File: config.mk
export PLATFORM = sky130hd
export DESIGN_NAME = tap_controller_flat
export DESIGN_NICKNAME = d
export VERILOG_FILES = /design/src/rtl/tap_pkg.sv /design/src/rtl/tap_controller_if.sv /design/src/rtl/tap_fsm.sv /design/src/rtl/tap_controller.sv /design/src/flat_wrapper.sv
export SDC_FILE = /design/constraint.sdc
export NUM_CORES = 1
export LEC_CHECK = 0
export CAP_MARGIN = 0
export CORE_MARGIN = 8
export CORE_UTILIZATION = 25
export CTS_CLUSTER_SIZE = 16
export DETAILED_ROUTE_END_ITERATION = 12
export GPL_ROUTABILITY_DRIVEN = 0
export PLACE_DENSITY = 0.47
export SLEW_MARGIN = 20
export SYNTH_ARGS = -nofsm -noshare
export SYNTH_HDL_FRONTEND = slang
export SYNTH_HIERARCHICAL = 1
export SYNTH_SLANG_ARGS = --single-unit
File: constraint.sdc
create_clock -name TCK -period 1.7 [get_ports TCK]
set_clock_uncertainty 0.2 [all_clocks]
set_input_delay 0.34 -clock TCK [delete_from_list [all_inputs] [get_ports TCK]]
set_output_delay 0.34 -clock TCK [all_outputs]
set_load 0.02 [all_outputs]
File: src/rtl/tap_pkg.sv
// tap_pkg: shared definitions for the JTAG TAP controller.
//  - tap_state_e : 16-state TAP FSM, 4-bit encoding
//  - IrWDefault  : default instruction register width
//  - Op*Val      : opcode values; the top casts them to its IR width (BYPASS is all ones)
//  - IrCapture   : pattern loaded into the IR shift stage in Capture-IR
package tap_pkg;

  localparam int unsigned IrWDefault = 4;

  typedef enum logic [3:0] {
    StTlr   = 4'hF,
    StRti   = 4'hC,
    StSelDr = 4'h7,
    StCapDr = 4'h6,
    StShDr  = 4'h2,
    StEx1Dr = 4'h1,
    StPauDr = 4'h3,
    StEx2Dr = 4'h0,
    StUpdDr = 4'h5,
    StSelIr = 4'h4,
    StCapIr = 4'hE,
    StShIr  = 4'hA,
    StEx1Ir = 4'h9,
    StPauIr = 4'hB,
    StEx2Ir = 4'h8,
    StUpdIr = 4'hD
  } tap_state_e;

  localparam int unsigned OpExtestVal = 0;
  localparam int unsigned OpSampleVal = 1;
  localparam int unsigned OpIdcodeVal = 2;

  localparam logic [1:0] IrCapture = 2'b01;

endpackage

File: src/rtl/tap_controller_if.sv
// tap_controller_if: JTAG pins plus the boundary-scan chain control bundle.
//  TMS, TDI      : test mode select / serial data in (TDI also feeds the boundary chain head)
//  bsc_tdo       : serial out of the last boundary scan cell
//  ShiftDR, ClockDR, UpdateDR, Mode : boundary chain controls
//  TDO, TDO_en   : serial data out and its enable
// Modports: master = tester / chain side, slave = TAP controller.
interface tap_controller_if;
  logic TMS;
  logic TDI;
  logic bsc_tdo;
  logic ShiftDR;
  logic ClockDR;
  logic UpdateDR;
  logic Mode;
  logic TDO;
  logic TDO_en;

  modport master (
    output TMS, TDI, bsc_tdo,
    input  ShiftDR, ClockDR, UpdateDR, Mode, TDO, TDO_en
  );

  modport slave (
    input  TMS, TDI, bsc_tdo,
    output ShiftDR, ClockDR, UpdateDR, Mode, TDO, TDO_en
  );
endinterface

File: src/rtl/tap_fsm.sv
// tap_fsm: IEEE 1149.1 16-state TAP state machine.
//  TCK          : clock, all state on posedge
//  TRST_n       : synchronous active-low reset to Test-Logic-Reset
//  i_tms        : test mode select
//  o_state      : registered current state
//  o_state_next : next state selected by TMS (reset not included)
module tap_fsm
  import tap_pkg::*;
(
  input  logic       TCK,
  input  logic       TRST_n,
  input  logic       i_tms,
  output tap_state_e o_state,
  output tap_state_e o_state_next
);

  tap_state_e r_state;
  tap_state_e w_state_next;

  always_ff @(posedge TCK) begin
    if (!TRST_n) begin
      r_state <= StTlr;
    end else begin
      r_state <= w_state_next;
    end
  end

  always_comb begin
    w_state_next = r_state;
    unique case (r_state)
      StTlr:   w_state_next = i_tms ? StTlr   : StRti;
      StRti:   w_state_next = i_tms ? StSelDr : StRti;
      StSelDr: w_state_next = i_tms ? StSelIr : StCapDr;
      StCapDr: w_state_next = i_tms ? StEx1Dr : StShDr;
      StShDr:  w_state_next = i_tms ? StEx1Dr : StShDr;
      StEx1Dr: w_state_next = i_tms ? StUpdDr : StPauDr;
      StPauDr: w_state_next = i_tms ? StEx2Dr : StPauDr;
      StEx2Dr: w_state_next = i_tms ? StUpdDr : StShDr;
      StUpdDr: w_state_next = i_tms ? StSelDr : StRti;
      StSelIr: w_state_next = i_tms ? StTlr   : StCapIr;
      StCapIr: w_state_next = i_tms ? StEx1Ir : StShIr;
      StShIr:  w_state_next = i_tms ? StEx1Ir : StShIr;
      StEx1Ir: w_state_next = i_tms ? StUpdIr : StPauIr;
      StPauIr: w_state_next = i_tms ? StEx2Ir : StPauIr;
      StEx2Ir: w_state_next = i_tms ? StUpdIr : StShIr;
      StUpdIr: w_state_next = i_tms ? StSelDr : StRti;
      default: w_state_next = StTlr;
    endcase
  end

  assign o_state      = r_state;
  assign o_state_next = w_state_next;

endmodule

File: src/rtl/tap_controller.sv
// tap_controller: JTAG TAP for the ripple-adder boundary-scan wrapper.
//  Holds the TAP FSM (tap_fsm), instruction register, bypass register, optional IDCODE
//  register, instruction decode and the TDO mux. Single TCK domain; ClockDR/UpdateDR are
//  one-cycle enables, not clocks.
// Parameters: IR_W (instruction width, >=2), IDCODE_VAL (device ID, bit0 = 1).
// Ports:
//  TCK    : clock
//  TRST_n : synchronous active-low reset
//  bus    : tap_controller_if.slave (TMS, TDI, bsc_tdo in; ShiftDR, ClockDR, UpdateDR,
//           Mode, TDO, TDO_en out)
// Configuration: define TAP_IDCODE_EN to add the 32-bit IDCODE register and make IDCODE the
//  reset instruction; otherwise opcode IDCODE decodes as BYPASS and BYPASS is the default.
module tap_controller
  import tap_pkg::*;
#(
  parameter int unsigned IR_W       = IrWDefault,
  parameter logic [31:0] IDCODE_VAL = 32'h1000_0A5B
) (
  input  logic             TCK,
  input  logic             TRST_n,
  tap_controller_if.slave  bus
);

  localparam logic [IR_W-1:0] OpExtest = IR_W'(OpExtestVal);
  localparam logic [IR_W-1:0] OpSample = IR_W'(OpSampleVal);
  localparam logic [IR_W-1:0] OpIdcode = IR_W'(OpIdcodeVal);
  localparam logic [IR_W-1:0] OpBypass = '1;

`ifdef TAP_IDCODE_EN
  localparam logic [IR_W-1:0] IrDefault = OpIdcode;
`else
  localparam logic [IR_W-1:0] IrDefault = OpBypass;
`endif

  tap_state_e w_state;
  tap_state_e w_state_next;

  tap_fsm u_fsm (
    .TCK          (TCK),
    .TRST_n       (TRST_n),
    .i_tms        (bus.TMS),
    .o_state      (w_state),
    .o_state_next (w_state_next)
  );

  logic [IR_W-1:0] r_ir;
  logic [IR_W-1:0] r_ir_sh;
  logic            r_bypass;

  // Instruction decode; unknown opcodes fall through to bypass.
  logic w_is_extest;
  logic w_is_sample;
  logic w_is_idcode;
  logic w_bsr_sel;
  logic w_id_bit;

  assign w_is_extest = (r_ir == OpExtest);
  assign w_is_sample = (r_ir == OpSample);
  assign w_bsr_sel   = w_is_extest | w_is_sample;

  always_ff @(posedge TCK) begin
    if (!TRST_n) begin
      r_ir     <= IrDefault;
      r_ir_sh  <= '0;
      r_bypass <= 1'b0;
    end else begin
      case (w_state)
        StCapIr: r_ir_sh <= IR_W'(IrCapture);
        StShIr:  r_ir_sh <= {bus.TDI, r_ir_sh[IR_W-1:1]};
        default: ;
      endcase

      case (w_state)
        StCapDr: r_bypass <= 1'b0;
        StShDr:  r_bypass <= bus.TDI;
        default: ;
      endcase

      // Entering Test-Logic-Reset restores the default instruction, same as TRST_n.
      if (w_state_next == StTlr) begin
        r_ir <= IrDefault;
      end else if (w_state == StUpdIr) begin
        r_ir <= r_ir_sh;
      end
    end
  end

`ifdef TAP_IDCODE_EN
  logic [31:0] r_id_sh;

  assign w_is_idcode = (r_ir == OpIdcode);
  assign w_id_bit    = r_id_sh[0];

  always_ff @(posedge TCK) begin
    if (!TRST_n) begin
      r_id_sh <= '0;
    end else if (w_is_idcode) begin
      if (w_state == StCapDr) begin
        r_id_sh <= IDCODE_VAL;
      end else if (w_state == StShDr) begin
        r_id_sh <= {bus.TDI, r_id_sh[31:1]};
      end
    end
  end
`else
  assign w_is_idcode = 1'b0;
  assign w_id_bit    = 1'b0;
`endif

  logic w_tdo;

  always_comb begin
    w_tdo = 1'b0;
    case (w_state)
      StShIr: w_tdo = r_ir_sh[0];
      StShDr: begin
        if (w_bsr_sel) begin
          w_tdo = bus.bsc_tdo;
        end else if (w_is_idcode) begin
          w_tdo = w_id_bit;
        end else begin
          w_tdo = r_bypass;
        end
      end
      default: w_tdo = 1'b0;
    endcase
  end

  assign bus.ShiftDR  = (w_state == StShDr) & w_bsr_sel;
  assign bus.ClockDR  = ((w_state == StCapDr) | (w_state == StShDr)) & w_bsr_sel;
  assign bus.UpdateDR = (w_state == StUpdDr) & w_bsr_sel;
  assign bus.Mode     = w_is_extest & (w_state != StTlr);
  assign bus.TDO_en   = (w_state == StShDr) | (w_state == StShIr);
  assign bus.TDO      = w_tdo;

endmodule

File: src/flat_wrapper.sv
// flat-port wrapper written by rule: the top's interface ports become plain ports
module tap_controller_flat import tap_pkg::*;
#(
  parameter int unsigned IR_W       = IrWDefault,
  parameter logic [31:0] IDCODE_VAL = 32'h1000_0A5B
)
  (TCK, TRST_n, bus_TMS, bus_TDI, bus_bsc_tdo, bus_ShiftDR, bus_ClockDR, bus_UpdateDR, bus_Mode, bus_TDO, bus_TDO_en);
  tap_controller_if bus_i ();
  input  logic TCK;
  input  logic TRST_n;
  input wire logic [$bits(bus_i.TMS)-1:0] bus_TMS;
  input wire logic [$bits(bus_i.TDI)-1:0] bus_TDI;
  input wire logic [$bits(bus_i.bsc_tdo)-1:0] bus_bsc_tdo;
  output wire logic [$bits(bus_i.ShiftDR)-1:0] bus_ShiftDR;
  output wire logic [$bits(bus_i.ClockDR)-1:0] bus_ClockDR;
  output wire logic [$bits(bus_i.UpdateDR)-1:0] bus_UpdateDR;
  output wire logic [$bits(bus_i.Mode)-1:0] bus_Mode;
  output wire logic [$bits(bus_i.TDO)-1:0] bus_TDO;
  output wire logic [$bits(bus_i.TDO_en)-1:0] bus_TDO_en;
  assign bus_i.TMS = bus_TMS;
  assign bus_i.TDI = bus_TDI;
  assign bus_i.bsc_tdo = bus_bsc_tdo;
  assign bus_ShiftDR = bus_i.ShiftDR;
  assign bus_ClockDR = bus_i.ClockDR;
  assign bus_UpdateDR = bus_i.UpdateDR;
  assign bus_Mode = bus_i.Mode;
  assign bus_TDO = bus_i.TDO;
  assign bus_TDO_en = bus_i.TDO_en;
  tap_controller #(.IR_W(IR_W), .IDCODE_VAL(IDCODE_VAL)) u_core (.TCK(TCK), .TRST_n(TRST_n), .bus(bus_i));
endmodule
# After elaboration in Yosys (flattened, before gate mapping)
# Cells that the tools add are included.
[totals] reg_bits=13 inputBits=5 word_cells=55
[classes] eq_ne=18 n_mux=17 bitwise_logic=8 reduce_logical=8
[op_table] operator="$pmux W4 S12" count=1
[op_table] operator="$eq A4 B4 Y1 const B" count=9
[op_table] operator="$eq A4 B3 Y1 const B" count=4
[op_table] operator="$mux W2" count=6
[op_table] operator="$mux W3" count=4
[op_table] operator="$eq A4 B1 Y1 const B" count=2
[op_table] operator="$eq A4 B2 Y1 const B" count=2
[op_table] operator="$logic_not A4 Y1" count=2
[op_table] operator="$pmux W4 S2" count=1
[op_table] operator="$reduce_or A2 Y1" count=3
[op_table] operator="$and A1 B1 Y1" count=4
[op_table] operator="$mux W4" count=1
[op_table] operator="$ne A4 B4 Y1 const B" count=1
[op_table] operator="$pmux W1 S2" count=2
[op_table] operator="$reduce_bool A2 Y1" count=2
[op_table] operator="$or A1 B1 Y1" count=3
[op_table] operator="$reduce_or A3 Y1" count=1
[op_table] operator="$mux W1" count=2
[op_table] operator="$not A1 Y1" count=1

# Longest topological paths before layout
[logic_depth] ltp_word=5 depth_mapped=5

# Cells and area by module
# The synthesis kept the hierarchy.
[by_module_without_submodules] mod="tap_controller" instances=1 cells_each=51 area_each_um2=436.7 seq_area_each_um2=180.2
[by_module_without_submodules] mod="tap_fsm" instances=1 cells_each=24 area_each_um2=221.5 seq_area_each_um2=80.1

# Worst setup path before layout
# Ideal clock, no wire load.
[synth_path] path_type="reg-to-output" startpoint="reg u_core.r_ir[1]" endpoint="out bus_TDO" t_arrival_ns=1.753 path_slack_ns=-0.593 path_stages_with_launch=4 path_cell_list="dfxtp_1 > nor4b_1 > a211oi_1 > a2111oi_0"
[synth_between] elab_chain_cells=4 word_cells_on_any_way=5 classes_between="1 x eq/ne; 2 x mux; 1 x bitwise; 1 x reduce/logical"
[synth_lines] element="start, declared" line="tap_controller.sv:46" text="logic [IR_W-1:0] r_ir;"
[synth_lines] element="start signal, assigned" line="tap_controller.sv:63" text="r_ir <= IrDefault;"
[synth_lines] element="start signal, assigned" line="tap_controller.sv:81" text="r_ir <= IrDefault;"
[synth_lines] element="start signal, assigned" line="tap_controller.sv:83" text="r_ir <= r_ir_sh;"
[synth_lines] element="$eq A4 B1 Y1 / $logic_not A4 Y1 (equally long branches)" line="tap_controller.sv:58, tap_controller.sv:57"
[synth_lines] element="$or A1 B1 Y1 (*)" line="tap_controller.sv:59" text="assign w_bsr_sel = w_is_extest | w_is_sample;"
[synth_lines] element="$mux W1 (*)" line="tap_controller.sv:117" text="if (w_bsr_sel) begin"
[synth_lines] element="$pmux W1 S2 (*)" line="tap_controller.sv:114" text="case (w_state)"
[synth_lines] element="end, declared" line="flat_wrapper.sv:18" text="output wire logic [$bits(bus_i.TDO)-1:0] bus_TDO;"
# Mark *: on every way between the ends. The rest lies on a longest branch, timed or not.

# Worst setup path in the final report
[layout_path] startpoint="in bus_bsc_tdo" endpoint="out bus_TDO"
[layout_between] elab_chain_cells=2
[layout_lines] element="start, declared" line="flat_wrapper.sv:13" text="input wire logic [$bits(bus_i.bsc_tdo)-1:0] bus_bsc_tdo;"
[layout_lines] element="$mux W1" line="tap_controller.sv:117"
[layout_lines] element="$pmux W1 S2" line="tap_controller.sv:114"
# No other way between the ends.

==> results.yml <==
status:
  status: "finished, violations left"
  violations: "setup timing"
global_routing:
  grt_max_degree: 12
  grt_pass1_vias: 673
  antenna_found_initial: 0
  grt_overflow: 0
  grt_pass1_wl_um: 3080
  track_usage_pct: 8.90
yosys:
  synth-main-ff-cell: "dfxtp_1"
  synth_edf_count: 0
  synth_warnings: 6
  synth_top_cell_area_share_pct: 39.5
  synthesis.nets: 80
  synth_top_cell_by_area: "dfxtp_1"
  yosysMostFrequentCell: "dfxtp_1"
  syn-cell-area_sq_um: 658
  syn_inst: 75
  seq_area_frac_synth_pct: 39.5
  synth.avg_cell_area_sq_um: 8.78
  synthTopCellsByArea: "dfxtp_1, nand2_1, mux2i_1, or3b_1, a21oi_1"
  yosys_register_bits: 13
  netlist_top_cells_count: "dfxtp_1, nand2_1, a21oi_1"
  yosysUniqueCellTypes: 33
  synth_async_sr_flop_share_pct: 0
setup_path:
  crit_path_max_incr_delay_ns: 0.45
  worstSetupStartpointType: "primary input"
  path_cells: "clkdlybuf4s50_1, nor4b_4, a211oi_2, a2111oi_2, buf_4"
  worstPathRequired_ns: 1.16
  cp.arrival_ns: 1.48
  worstRegToRegCells: 7
  worstSetupPathType: "primary input to output port"
  cp_slowest_cell: "clkdlybuf4s50_1"
  cp-endpoint: "bus_TDO"
  critPathLaunch: "bus_bsc_tdo"
  critPathCaptureType: "output port"
  rr_startpoint: "u_core/u_fsm/o_state[2]$_SDFF_PN1_"
  reg2reg_setup_slack_ns: 0.01
  reg2reg_to: "u_core/r_ir[0]$_SDFFE_PP1N_"
  worstPathMaxFanout: 1
sta:
  max_freq_mhz: 496
  slew_headroom_pct: 79.8
  layout_setup_ws_ns: -0.317
  min_period_ns: 2.02
  finalCritPeriodShare_pct: 119
  rsz0062_at_grt: "yes"
  final_max_slew_viol_count: 0
  hold_viol: 0
  worst_slew_pin_slew_ns: 0.301
  finalSetupViolations: 5
worst_hold_path:
  hp-class: "flop to flop"
cts:
  cts-root-buf: "clkbuf_4"
  clk_pin_slew_ns: 0.07
  holdBufCountCts: 0
  htree_levels: 1
  clock_path_buffers: 2
  clk_latency_ns: 0.27
  cts_tree: "done"
  cts_sinks: 13
  cts_buffers: 3
final_layout:
  area_growth_syn_to_layout_pct: 70.7
  drive_above_1_share_pct: 50.5
  final_util_pct: 45.4
  num_antenna_cells: 0
  nNetsFinal: 115
  final_cell_area_sq_mm: 0.00112
floorplan:
  dieArea_sq_mm: 0.00453
  core_area_sq_mm: 0.00248
  initial_core_util_pct: 26.6
  die_w_um: 67.3
  fp-row-count: 18
  die_h_um: 67.3
  io_pins: 11
routing:
  vias_per_cell: 4.86
  vias: 676
  drt_iter0_markers: 7
  drt_pass1_iterations: 4
  wirelength_um: 1790
  wire_per_inst_um: 12.9
  drtAntennaViolNets: 0
  drc: 0
place:
  numPortBuffers: 10
  dp_worst_setup_slack_ns: -0.949
  hpwl_um: 1310
  place_area_sq_um: 963
pwr:
  total_power_uw: 830
  vdd_drop_max_v: 0.000521
  p_per_area_mw_per_mm2: 738
  leakage_nw: 0.484
job:
  drv_cap: 0
[through the flow]
step	cells	TNS, ns	hold WS [ns]
CTS	139	-1.59	0.272
finish	139	-1.41	0.269
detailed placement	131	-5.96	0.262
floorplan	75	-0.264	0.213
global route	139	-1.98	0.294
global placement	131	-5.88	0.254
[final cells by class]
cell class / instances / area, sq um
Clock buffer: 4 / 26.3
Fill cell: 258 / 1350
Inverter: 3 / 11.3
Multi-Input combinational cell: 57 / 492
Sequential cell: 13 / 272
Tap cell: 30 / 37.5
Timing Repair Buffer: 32 / 285
[kinds of logic after synthesis]
group           synth area share, %
simple gates                   32.3
compound gates                 17.9
flops                          39.5
buf+inv                        3.42
mux                            6.84
[worst min-delay path by stage]
stage                                   startpoint                            endpoint  cells past startpoint
detailed placement  u_core/r_ir_sh[2]$_SDFFE_PN0P_      u_core/r_ir_sh[2]$_SDFFE_PN0P_                      2
finish              u_core/r_ir_sh[2]$_SDFFE_PN0P_      u_core/r_ir_sh[2]$_SDFFE_PN0P_                      2
global placement    u_core/r_ir_sh[2]$_SDFFE_PN0P_      u_core/r_ir_sh[2]$_SDFFE_PN0P_                      2
floorplan                                   TRST_n  u_core/u_fsm/o_state[2]$_SDFF_PN1_                      1
CTS                 u_core/r_ir_sh[2]$_SDFFE_PN0P_      u_core/r_ir_sh[2]$_SDFFE_PN0P_                      2
global route        u_core/r_ir_sh[1]$_SDFFE_PN0P_      u_core/r_ir_sh[1]$_SDFFE_PN0P_                      2
[registers in the layout (all words and copies together) (netlist names)]
name                  count
u_core/r_bypass           1
u_core/r_ir               4
u_core/r_ir_sh            4
u_core/u_fsm/o_state      4
[power by group]
part,internal [mW],switching (mW)
combinational,0.153,0.136
clock,0.0908,0.0948
sequential,0.332,0.0233
total,0.576,0.254
[layer usage]
metal | wire length (um) | GRT usage, %
met2 | 848 | 13.0
met5 | 0 | 0
met3 | 25 | 0.662
met4 | 36 | 7.05
met1 | 883 | 11.8
[worst max-delay path, delay by kind of cell]
kind            cells  cell delay (ns)
buf+inv             2             0.65
compound gates      2             0.28
simple gates        1             0.20
[layout by cell type, fill, tap and decap left out, types with 2 or more instances in the layout]
cell and instances:
a21oi_1 4, buf_4 19, buf_6 7, clkbuf_4 3, clkdlybuf4s50_1 3, dfxtp_1 8, dfxtp_2 3, dfxtp_4 2
inv_1 3, mux2i_1 3, nand2_1 11, nand2b_1 2, nand3b_1 2, nor2_1 2, o21ai_1 2, or3b_1 3
[repair_timing]
item	4_1_cts	5_1_grt
buffers inserted	4	0
pin swaps	7	5
setup endpoints to repair	10	9
gates resized for setup	55	10
Note: power is estimated with default switching activity, not from simulation.
